$ cat src/rtl/fastica_pkg.sv
// fastica_pkg: shared widths, fixed-point constants, error-check states and clog2 helper
package fastica_pkg;
  localparam int DATA_W = 16;
  localparam int FRAC_W = 14;
  localparam logic signed [15:0] ONE_Q14 = 16'sh4000;
  localparam logic [31:0] ONE_Q28 = 32'h1000_0000;
  typedef enum logic [1:0] {ST_IDLE, ST_READ, ST_DRAIN, ST_FINAL} err_state_t;
  function automatic int clog2(input int v);
    int r;
    r = 0;
    while ((1 << r) < v) r++;
    return r;
  endfunction
endpackage

$ cat src/rtl/fastica_err_mac.sv
// fastica_err_mac: registered product stage, row accumulator and ||dot|-1| error
module fastica_err_mac
  import fastica_pkg::*;
#(
  parameter int N = 4,
  parameter int DATA_W = fastica_pkg::DATA_W
) (
  input  logic                                    clk,
  input  logic                                    rst_n,
  input  logic                                    vld,
  input  logic                                    clr,
  input  logic                                    last,
  input  logic signed [DATA_W-1:0]                a,
  input  logic signed [DATA_W-1:0]                b,
  output logic                                    e_vld,
  output logic [2*DATA_W+clog2(N)-1:0]            e
);
  localparam int PW = 2 * DATA_W;
  localparam int ACC_W = PW + clog2(N);
  logic signed [PW-1:0] prod_q;
  logic vld_q, clr_q, last_q;
  logic signed [ACC_W-1:0] acc, acc_sum;
  logic [ACC_W-1:0] acc_abs;
  logic signed [ACC_W:0] diff;
  assign acc_sum = (clr_q ? '0 : acc) + ACC_W'(prod_q);
  assign acc_abs = acc_sum[ACC_W-1] ? -acc_sum : acc_sum;
  assign diff = $signed({1'b0, acc_abs}) - $signed((ACC_W+1)'(ONE_Q28));
  assign e = ACC_W'(diff[ACC_W] ? -diff : diff);
  assign e_vld = vld_q && last_q;
  // product register, then accumulate the row sum one cycle later
  always_ff @(posedge clk or negedge rst_n) begin
    if (!rst_n) begin
      prod_q <= '0;
      vld_q <= 1'b0;
      clr_q <= 1'b0;
      last_q <= 1'b0;
      acc <= '0;
    end else begin
      prod_q <= PW'(a) * PW'(b);
      vld_q <= vld;
      clr_q <= clr;
      last_q <= last;
      if (vld_q) acc <= acc_sum;
    end
  end
endmodule

$ cat src/rtl/fastica_error_calc.sv
// fastica_error_calc: per-row |w_new.w_old| convergence check with iteration cap
module fastica_error_calc
  import fastica_pkg::*;
#(
  parameter int N = 4,
  parameter int DATA_W = fastica_pkg::DATA_W,
  parameter logic [15:0] TOL = 16'd16,
  parameter logic [7:0] MAX_ITER = 8'd200
) (
  input  logic                        clk_error,
  input  logic                        go_fastica,
  input  logic                        en_error,
  output logic                        rd_en,
  output logic [2*clog2(N)-1:0]       rd_addr,
  input  logic signed [DATA_W-1:0]    w_new_rdata,
  input  logic signed [DATA_W-1:0]    w_old_rdata,
  output logic                        error_busy,
  output logic                        isConverge,
  output logic                        timeout,
  output logic [DATA_W+1:0]           max_err,
  output logic [7:0]                  iter_cnt
);
  localparam int AW = clog2(N);
  localparam int ACC_W = 2 * DATA_W + AW;
  localparam logic [ACC_W-1:0] TOL_Q28 = ACC_W'(TOL) << FRAC_W;
  err_state_t state, nstate;
  logic en_prev, start, last_addr, rd_q, e_vld, fail_run, fail_nxt;
  logic [AW-1:0] row, col, col_q;
  logic [ACC_W-1:0] e_row;
  logic [DATA_W+1:0] e_sat, max_run, max_nxt;
  logic [7:0] iter_nxt;
  assign start = en_error && !en_prev && state == ST_IDLE;
  assign last_addr = row == AW'(N-1) && col == AW'(N-1);
  assign rd_en = state == ST_READ;
  assign rd_addr = rd_en ? {row, col} : '0;
  assign error_busy = state != ST_IDLE;
  assign iter_nxt = iter_cnt == 8'hFF ? iter_cnt : iter_cnt + 8'd1;
  assign e_sat = |e_row[ACC_W-1:FRAC_W+DATA_W+2] ? '1 : e_row[FRAC_W+DATA_W+1:FRAC_W];
  assign max_nxt = e_vld && e_sat > max_run ? e_sat : max_run;
  assign fail_nxt = fail_run || (e_vld && e_row >= TOL_Q28);
  fastica_err_mac #(.N(N), .DATA_W(DATA_W)) u_mac (
    .clk(clk_error),
    .rst_n(go_fastica),
    .vld(rd_q),
    .clr(col_q == '0),
    .last(col_q == AW'(N-1)),
    .a(w_new_rdata),
    .b(w_old_rdata),
    .e_vld(e_vld),
    .e(e_row)
  );
  // state register and start-edge detector
  always_ff @(posedge clk_error or negedge go_fastica) begin
    if (!go_fastica) begin
      state <= ST_IDLE;
      en_prev <= 1'b0;
    end else begin
      state <= nstate;
      en_prev <= en_error;
    end
  end
  // next-state: read N*N elements, drain the pipeline, then commit results
  always_comb begin
    nstate = state;
    case (state)
      ST_IDLE:  nstate = start ? ST_READ : ST_IDLE;
      ST_READ:  nstate = last_addr ? ST_DRAIN : ST_READ;
      ST_DRAIN: nstate = ST_FINAL;
      default:  nstate = ST_IDLE;
    endcase
  end
  // row-major address walk; the delayed copy tags data returning next cycle
  always_ff @(posedge clk_error or negedge go_fastica) begin
    if (!go_fastica) begin
      row <= '0;
      col <= '0;
      rd_q <= 1'b0;
      col_q <= '0;
    end else begin
      rd_q <= rd_en;
      col_q <= col;
      if (start) begin
        row <= '0;
        col <= '0;
      end else if (rd_en) begin
        col <= col == AW'(N-1) ? '0 : col + 1'b1;
        if (col == AW'(N-1)) row <= last_addr ? '0 : row + 1'b1;
      end
    end
  end
  // running fail flag and worst row error for the check in flight
  always_ff @(posedge clk_error or negedge go_fastica) begin
    if (!go_fastica) begin
      fail_run <= 1'b0;
      max_run <= '0;
    end else if (start) begin
      fail_run <= 1'b0;
      max_run <= '0;
    end else begin
      fail_run <= fail_nxt;
      max_run <= max_nxt;
    end
  end
  // commit verdict; the last row's error arrives in FINAL so use the merged values
  always_ff @(posedge clk_error or negedge go_fastica) begin
    if (!go_fastica) begin
      isConverge <= 1'b0;
      timeout <= 1'b0;
      max_err <= '0;
      iter_cnt <= '0;
    end else if (start) begin
      isConverge <= 1'b0;
      timeout <= 1'b0;
    end else if (state == ST_FINAL) begin
      iter_cnt <= iter_nxt;
      max_err <= max_nxt;
      isConverge <= !fail_nxt || iter_nxt >= MAX_ITER;
      timeout <= fail_nxt && iter_nxt >= MAX_ITER;
    end
  end
endmodule

$ cat config.mk
export PLATFORM = sky130hd
export DESIGN_NAME = fastica_error_calc
export DESIGN_NICKNAME = d
export VERILOG_FILES = /design/src/rtl/fastica_pkg.sv /design/src/rtl/fastica_err_mac.sv /design/src/rtl/fastica_error_calc.sv
export SDC_FILE = /design/constraint.sdc
export NUM_CORES = 1
export LEC_CHECK = 0
export CAP_MARGIN = 30
export CELL_PAD_IN_SITES_DETAIL_PLACEMENT = 2
export CELL_PAD_IN_SITES_GLOBAL_PLACEMENT = 2
export CORE_ASPECT_RATIO = 0.5
export CORE_MARGIN = 3
export CORE_UTILIZATION = 38
export CTS_BUF_LIST = sky130_fd_sc_hd__clkbuf_4
export CTS_CLUSTER_SIZE = 24
export DETAILED_ROUTE_END_ITERATION = 12
export HOLD_SLACK_MARGIN = 0.12
export PLACE_DENSITY = 0.76
export SLEW_MARGIN = 15
export SYNTH_ARGS = -nofsm -noshare
export SYNTH_HDL_FRONTEND = slang
export SYNTH_SLANG_ARGS = --single-unit
export TNS_END_PERCENT = 1
$ cat constraint.sdc
create_clock -name clk_error -period 11.6 [get_ports clk_error]
set_input_delay 3.48 -clock clk_error [delete_from_list [all_inputs] [get_ports clk_error]]
set_output_delay 3.48 -clock clk_error [all_outputs]
set_load 0.1 [all_outputs]
==> run metrics, run 1 <==
Clock Tree Buf Depth=2; TritonCTS Buffers=17; RSZ-0062 raised after global routing=false; Worst-path clk slew=0.15 ns; Post-Syn Instances=around 2100; Synth top cells by count=inv_1 (308), fa_1 (263), nand2_1 (241), ha_1 (138), dfrtp_1 (126); die width=~320 um; initial drt markers=~750; Setup Buffers After CTS=0; Most used DFF post-synth=dfrtp_1; clk root buf=clkbuf_4; Max Clk Rate=100 MHz; number of port buffers=between 60 and 70; skew final=between 0.03 and 0.04 ns; Yosys top cell by area=fa_1; Avg Cell Area, Syn=roughly 9.1 um2; final setup violation count=0; EDFF count, synth=0; R2R depth=31; Starting Density=0.387; register area=around 3200 um2; IO Pins=between 60 and 70; grt total ovfl=0; Syn Nets=2509; crit path launch=w_new_rdata[3]; worst r2r src=u_mac.clr_q$_DFF_PN0_; Required @ worst endpoint=approximately 12 ns; Worst Hold Slack=around 0.42 ns; Final period util=0.862; r2r setup slk=2.04 ns; crit path to=u_mac.prod_q[31]$_DFF_PN0_; Yosys reg bits=126; std cell rows=57; Worst Max-Slew Pin Slew=approximately 0.99 ns; arrival time at the worst endpoint=between 10 and 15 ns; layout net count=2542; synthesized area=around 19000 um2; H-tree levels=4; Final Max Slew Viols=0; Max Cap Viol=0; path type of the worst setup path=primary input to register; post-synthesis sequential area ratio=0.167; final hold vios=0; hpwl dp=49.5 mm; Yosys cell types=94; antenna violations before repair=1; Die H=between 150 and 200 um; area post-placement=about 20000 um2; most common cell in the netlist=inv_1; top post-synthesis cells by area=fa_1 (28%), dfrtp_1 (17%), ha_1 (9.1%), inv_1 (6.1%), nand2_1 (4.8%); share of cells above drive strength 1=0.0727; area of the multi-input gates=around 14000 um2; clock sink count=126; Syn. warnings=0; TritonCTS clock tree=yes; Crit Path Max Fanout=16; Vias/cell=roughly 5.4; Skew-Pair Late Insertion Delay=~0.6 ns; wire length of the first global-routing pass=roughly 98 mm; core area=a little under 50000 um2; hold_buf cts=0; Hold Path Class=register to register; antenna-violating nets left=0; drt first pass iters=7; # resized after CTS=0; vias=between 10000 and 15000; final wirelength=about 61 mm; GPL Wtd Cong=around 0.83; post-synth top area share=0.279; slew margin rel.=0.337; startpoint types=primary input; die area=approximately 53000 um2; DRC viols=0; status=complete, no violations; largest net degree at the start of global routing=66; Worst R2R End=max_err[4]$_DFFE_PN0P_; Setup TNS=0 ns; Area Growth Syn to Fin=8.72%; Wirelength per Cell=~22 um; total track usage=0.238; minimum clock period=10.00 ns; post-route cell area=roughly 21000 um2; vias in the first global route=around 17000; critical path capture point type=register; fraction of registers with async set/reset=1.00; Fill cells=5369
-- layout by cell type (no fill, tap or decap), types with 4 or more instances in the layout --
master / synthesis / final
and3_1: 11 / 11
nand2b_1: 30 / 30
nand3b_1: 7 / 7
nor2_1: 92 / 92
nor2b_1: 39 / 39
xor2_1: 23 / 23
nor4_1: 10 / 10
or2_2: 9 / 9
o21ai_1: 6 / 6
nand4b_1: 5 / 5
inv_1: 308 / 308
and2_1: 125 / 125
clkdlybuf4s50_1: 0 / 67
o21bai_1: 16 / 16
nor3_1: 28 / 28
clkinv_4: 0 / 4
a21oi_1: 80 / 80
fa_1: 263 / 263
nor3b_1: 5 / 5
inv_6: 0 / 5
nand3_1: 33 / 33
nand4_1: 29 / 29
mux2i_1: 5 / 5
a21o_1: 18 / 18
or3_1: 8 / 8
a211oi_1: 14 / 14
a31oi_1: 11 / 11
dfrtp_1: 126 / 126
xnor2_1: 74 / 74
and4_1: 6 / 6
mux2_2: 54 / 54
o21a_1: 9 / 9
nand2_1: 241 / 241
o211ai_1: 13 / 13
ha_1: 138 / 138
clkbuf_4: 0 / 17
o2111ai_1: 5 / 5
o41ai_1: 4 / 4
o21ai_0: 55 / 55
buf_4: 5 / 21
-- sequential cells by signal, summed over array words and instances (netlist names), 2 cells and up --
register      flops
u_mac.acc        34
u_mac.prod_q     32
max_err          18
iter_cnt          8
row               2
col               2
max_run          18
state             2
col_q             2
-- worst max-delay path, stage by stage --
cell and delay, ns:
clkdlybuf4s50_1 0.98, nand2_1 0.19, fa_1 0.56, inv_1 0.06
fa_1 0.62, ha_1 0.18, inv_1 0.06, fa_1 0.53
inv_1 0.06, fa_1 0.46, fa_1 0.51, ha_1 0.35
inv_1 0.05, o21bai_1 0.13, a21oi_1 0.12, o211ai_1 0.27
o31ai_1 0.16, o311a_1 0.38, a211oi_1 0.32, a41oi_1 0.21
a211o_1 0.34, o2111ai_1 0.22, a21oi_1 0.11, xnor2_1 0.13
-- final cells by class --
cell class	count	share of cell area
Antenna cell	1	0.000122
Clock buffer	17	0.00621
Clock inverter	15	0.00774
Inverter	308	0.0563
Multi-Input combinational cell	1560	0.693
Sequential cell	126	0.154
Tap cell	649	0.0395
Timing Repair Buffer	93	0.0433
-- per-layer routing --
| metal | vias to the layer above | wire, um | GRT usage |
|---|---|---|---|
| met4 | 0 | 952 | 0.0476 |
| met5 | - | 0 | 0 |
| met2 | 238 | 29300 | 0.416 |
| li1 | 6831 | - | - |
| met3 | 60 | 2040 | 0.0295 |
| met1 | 7825 | 28600 | 0.319 |
-- cell families (layout without fill, tap and decap cells) --
family	count (synthesis)	count (layout)	share of synthesized area
AOI/OAI and AO/OA	300	300	0.111
xor gates and xnor gates	97	97	0.0450
buffers and inverters	387	433	0.0793
muxes	60	60	0.0360
adders and majority gates	401	401	0.370
DFF	126	126	0.167
other	0	1	0
and+or+nand+nor	702	702	0.191
-- how the worst min path moves through the flow --
| stage | from | endpoint | slack, ns | depth (start not counted) |
|---|---|---|---|---|
| after floorplan | rd_q$_DFF_PN0_ | u_mac.vld_q$_DFF_PN0_ | 0.33 | 0 |
| after global placement | rd_q$_DFF_PN0_ | u_mac.vld_q$_DFF_PN0_ | 0.33 | 0 |
| after detailed placement | rd_q$_DFF_PN0_ | u_mac.vld_q$_DFF_PN0_ | 0.36 | 0 |
| after CTS | rd_q$_DFF_PN0_ | u_mac.vld_q$_DFF_PN0_ | 0.42 | 0 |
| after global routing | rd_q$_DFF_PN0_ | u_mac.vld_q$_DFF_PN0_ | 0.45 | 0 |
| final | rd_q$_DFF_PN0_ | u_mac.vld_q$_DFF_PN0_ | 0.42 | 0 |
-- metrics by stage --
| stage | utilization | setup slack, ns | instances |
|---|---|---|---|
| after floorplan | - | 2.27 | 2073 |
| after global placement | 0.414 | 1.11 | 2732 |
| after detailed placement | 0.414 | 0.928 | 2734 |
| after CTS | 0.420 | 1.58 | 2766 |
| after global routing | 0.421 | 1.16 | 2769 |
| final | 0.421 | 1.60 | 2769 |
Power of run 1 is left out: the tool's default activity adds up to more than one toggle a clock period on the data nets, which glitch-free logic cannot reach.
==> inputs of run 2 (changes only) <==
REMOVE_ABC_BUFFERS = 1   (was unset)
==> run 2 against run 1 <==
  * Critical path type unchanged
  * First-iteration DRC count shrank 7.5%
  * Setup slack got worse by 0.24 ns
  * Die area did not move
  * Clock-buffer cell count rose by 2
  * Critical path depth decreased by 1
  * Via count shrank 0.62%
  * Core utilization shrank 0.077 points
  * Critical endpoint is now u_mac.prod_q[30]$_DFF_PN0_
==> run metrics, run 2 (same netlist as run 1, synthesis figures left out) <==
status=complete, no violations; met2 Use GR=0.407; area of the multi-input gates=about 14000 um2; number of port buffers=68; Setup Buffers After CTS=0; TritonCTS Buffers=17; antenna violations before repair=1; hold_buf cts=0; Max Clk Rate=approximately 100 MHz; Final Max Slew Viols=0; Largest Register=u_mac.acc; most frequent cells in the layout=inv_1 (308), fa_1 (263), nand2_1 (241), ha_1 (138), dfrtp_1 (126); RSZ-0062 raised after global routing=false; minimum clock period=around 10 ns; slew margin rel.=0.334; wire length of the first global-routing pass=between 90 and 100 mm; area post-placement=~20000 um2; grt peak-use layer=met2; # resized after CTS=0; H-tree levels=4; post-route cell area=approximately 21000 um2; Largest regs=u_mac.acc x34, u_mac.prod_q x32; die area=between 50000 and 60000 um2; Skew-Pair Late Insertion Delay=between 0.6 and 0.7 ns; TritonCTS clock tree=yes; initial drt markers=693; critical path capture point type=register; Setup TNS=0 ns; clk root buf=clkbuf_4; register area=3150 um2; grt total ovfl=0; max reg flops=34; Final period util=0.883; Worst Max-Slew Pin Slew=0.995 ns; hpwl dp=about 49 mm; setup ws final=between 1 and 1.5 ns; startpoint types=primary input; Required @ worst endpoint=~12 ns; die width=between 300 and 400 um; Starting Density=0.387; Hold Path Class=register to register; antenna-violating nets left=0; pre-CTS WS=roughly 0.7 ns; vias in the first global route=between 15000 and 20000; GPL Wtd Cong=0.833; Vias/cell=5.37; DRC viols=0; path type of the worst setup path=primary input to register; IO Pins=69; final setup violation count=0; skew final=0.0390 ns; largest net degree at the start of global routing=between 70 and 80; Area Growth Syn to Fin=8.52%; grt met1 use=0.324; Worst Hold Slack=between 0.3 and 0.4 ns; commonest non-fill, non-tap cell in the layout=inv_1; Die H=~160 um; final hold vios=0; std cell rows=57; share of cells above drive strength 1=0.0709; total track usage=0.235; vias=between 10000 and 15000; Clock Tree Buf Depth=2; Worst-path clk slew=0.13 ns; Crit Path Max Fanout=16; Max Cap Viol=0; core area=between 40000 and 50000 um2; final wirelength=about 60 mm; Fill cells=about 5500; Wirelength per Cell=around 22 um; clock sink count=126; GR Layer Usage met3=0.0275; arrival time at the worst endpoint=10.76 ns; layout net count=~2500; drt first pass iters=4
==> run 2: changes by cell type in the layout (fill, tap and decap cells not counted), sizes merged <==
cell / change
clkinv: +2
bufinv: +1
inv: -5
clkbuf: +3
buf: -5
==> run 2: final cells by class <==
| type | instances | share of cell area |
|---|---|---|
| Inverter | 308 | 0.0564 |
| Tap cell | 649 | 0.0396 |
| Multi-Input combinational cell | 1560 | 0.695 |
| Clock inverter | 13 | 0.00720 |
| Timing Repair Buffer | 89 | 0.0413 |
| Sequential cell | 126 | 0.154 |
| Clock buffer | 19 | 0.00696 |
| Antenna cell | 1 | 0.000122 |
==> run 2: critical path: stages <==
cell,delay [ns]
clkdlybuf4s50_1,1.00
nand2_1,0.20
fa_1,0.59
inv_1,0.05
fa_1,0.47
inv_1,0.06
fa_1,0.52
inv_1,0.08
fa_1,0.50
inv_1,0.07
fa_1,0.54
inv_1,0.06
fa_1,0.47
ha_1,0.27
or3_1,0.40
o211ai_1,0.27
a41oi_1,0.22
o41ai_1,0.48
o21ai_0,0.21
nor4_1,0.33
o41ai_1,0.14
a21oi_1,0.21
xnor2_1,0.13
==> run 2: final timing paths <==
check	from	endpoint	slack (ns)	depth (start not counted)
worst max-delay path	w_new_rdata[10]	u_mac.prod_q[30]$_DFF_PN0_	1.36	23
worst min-delay path	rd_q$_DFF_PN0_	u_mac.vld_q$_DFF_PN0_	0.36	0
worst max register to register	u_mac.clr_q$_DFF_PN0_	max_err[5]$_DFFE_PN0P_	1.71	30
worst min register to register	rd_q$_DFF_PN0_	u_mac.vld_q$_DFF_PN0_	0.36	0
max in group asynchronous	go_fastica	u_mac.prod_q[20]$_DFF_PN0_	7.51	2
min in group asynchronous	go_fastica	max_err[5]$_DFFE_PN0P_	2.88	1
==> run 2: metal layers <==
metal / wire length [um] / vias up
li1: - / 6832
met1: 28800 / 7779
met2: 28600 / 211
met4: 563 / 0
met5: 0 / -
met3: 1850 / 39
==> run 2: through the flow <==
step / util / cells
2_1_floorplan: - / 1994
3_3_place_gp: 0.414 / 2730
3_5_place_dp: 0.414 / 2731
4_1_cts: 0.420 / 2763
5_1_grt: 0.420 / 2765
6_report: 0.420 / 2765
Power of run 2 is left out for the same reason.
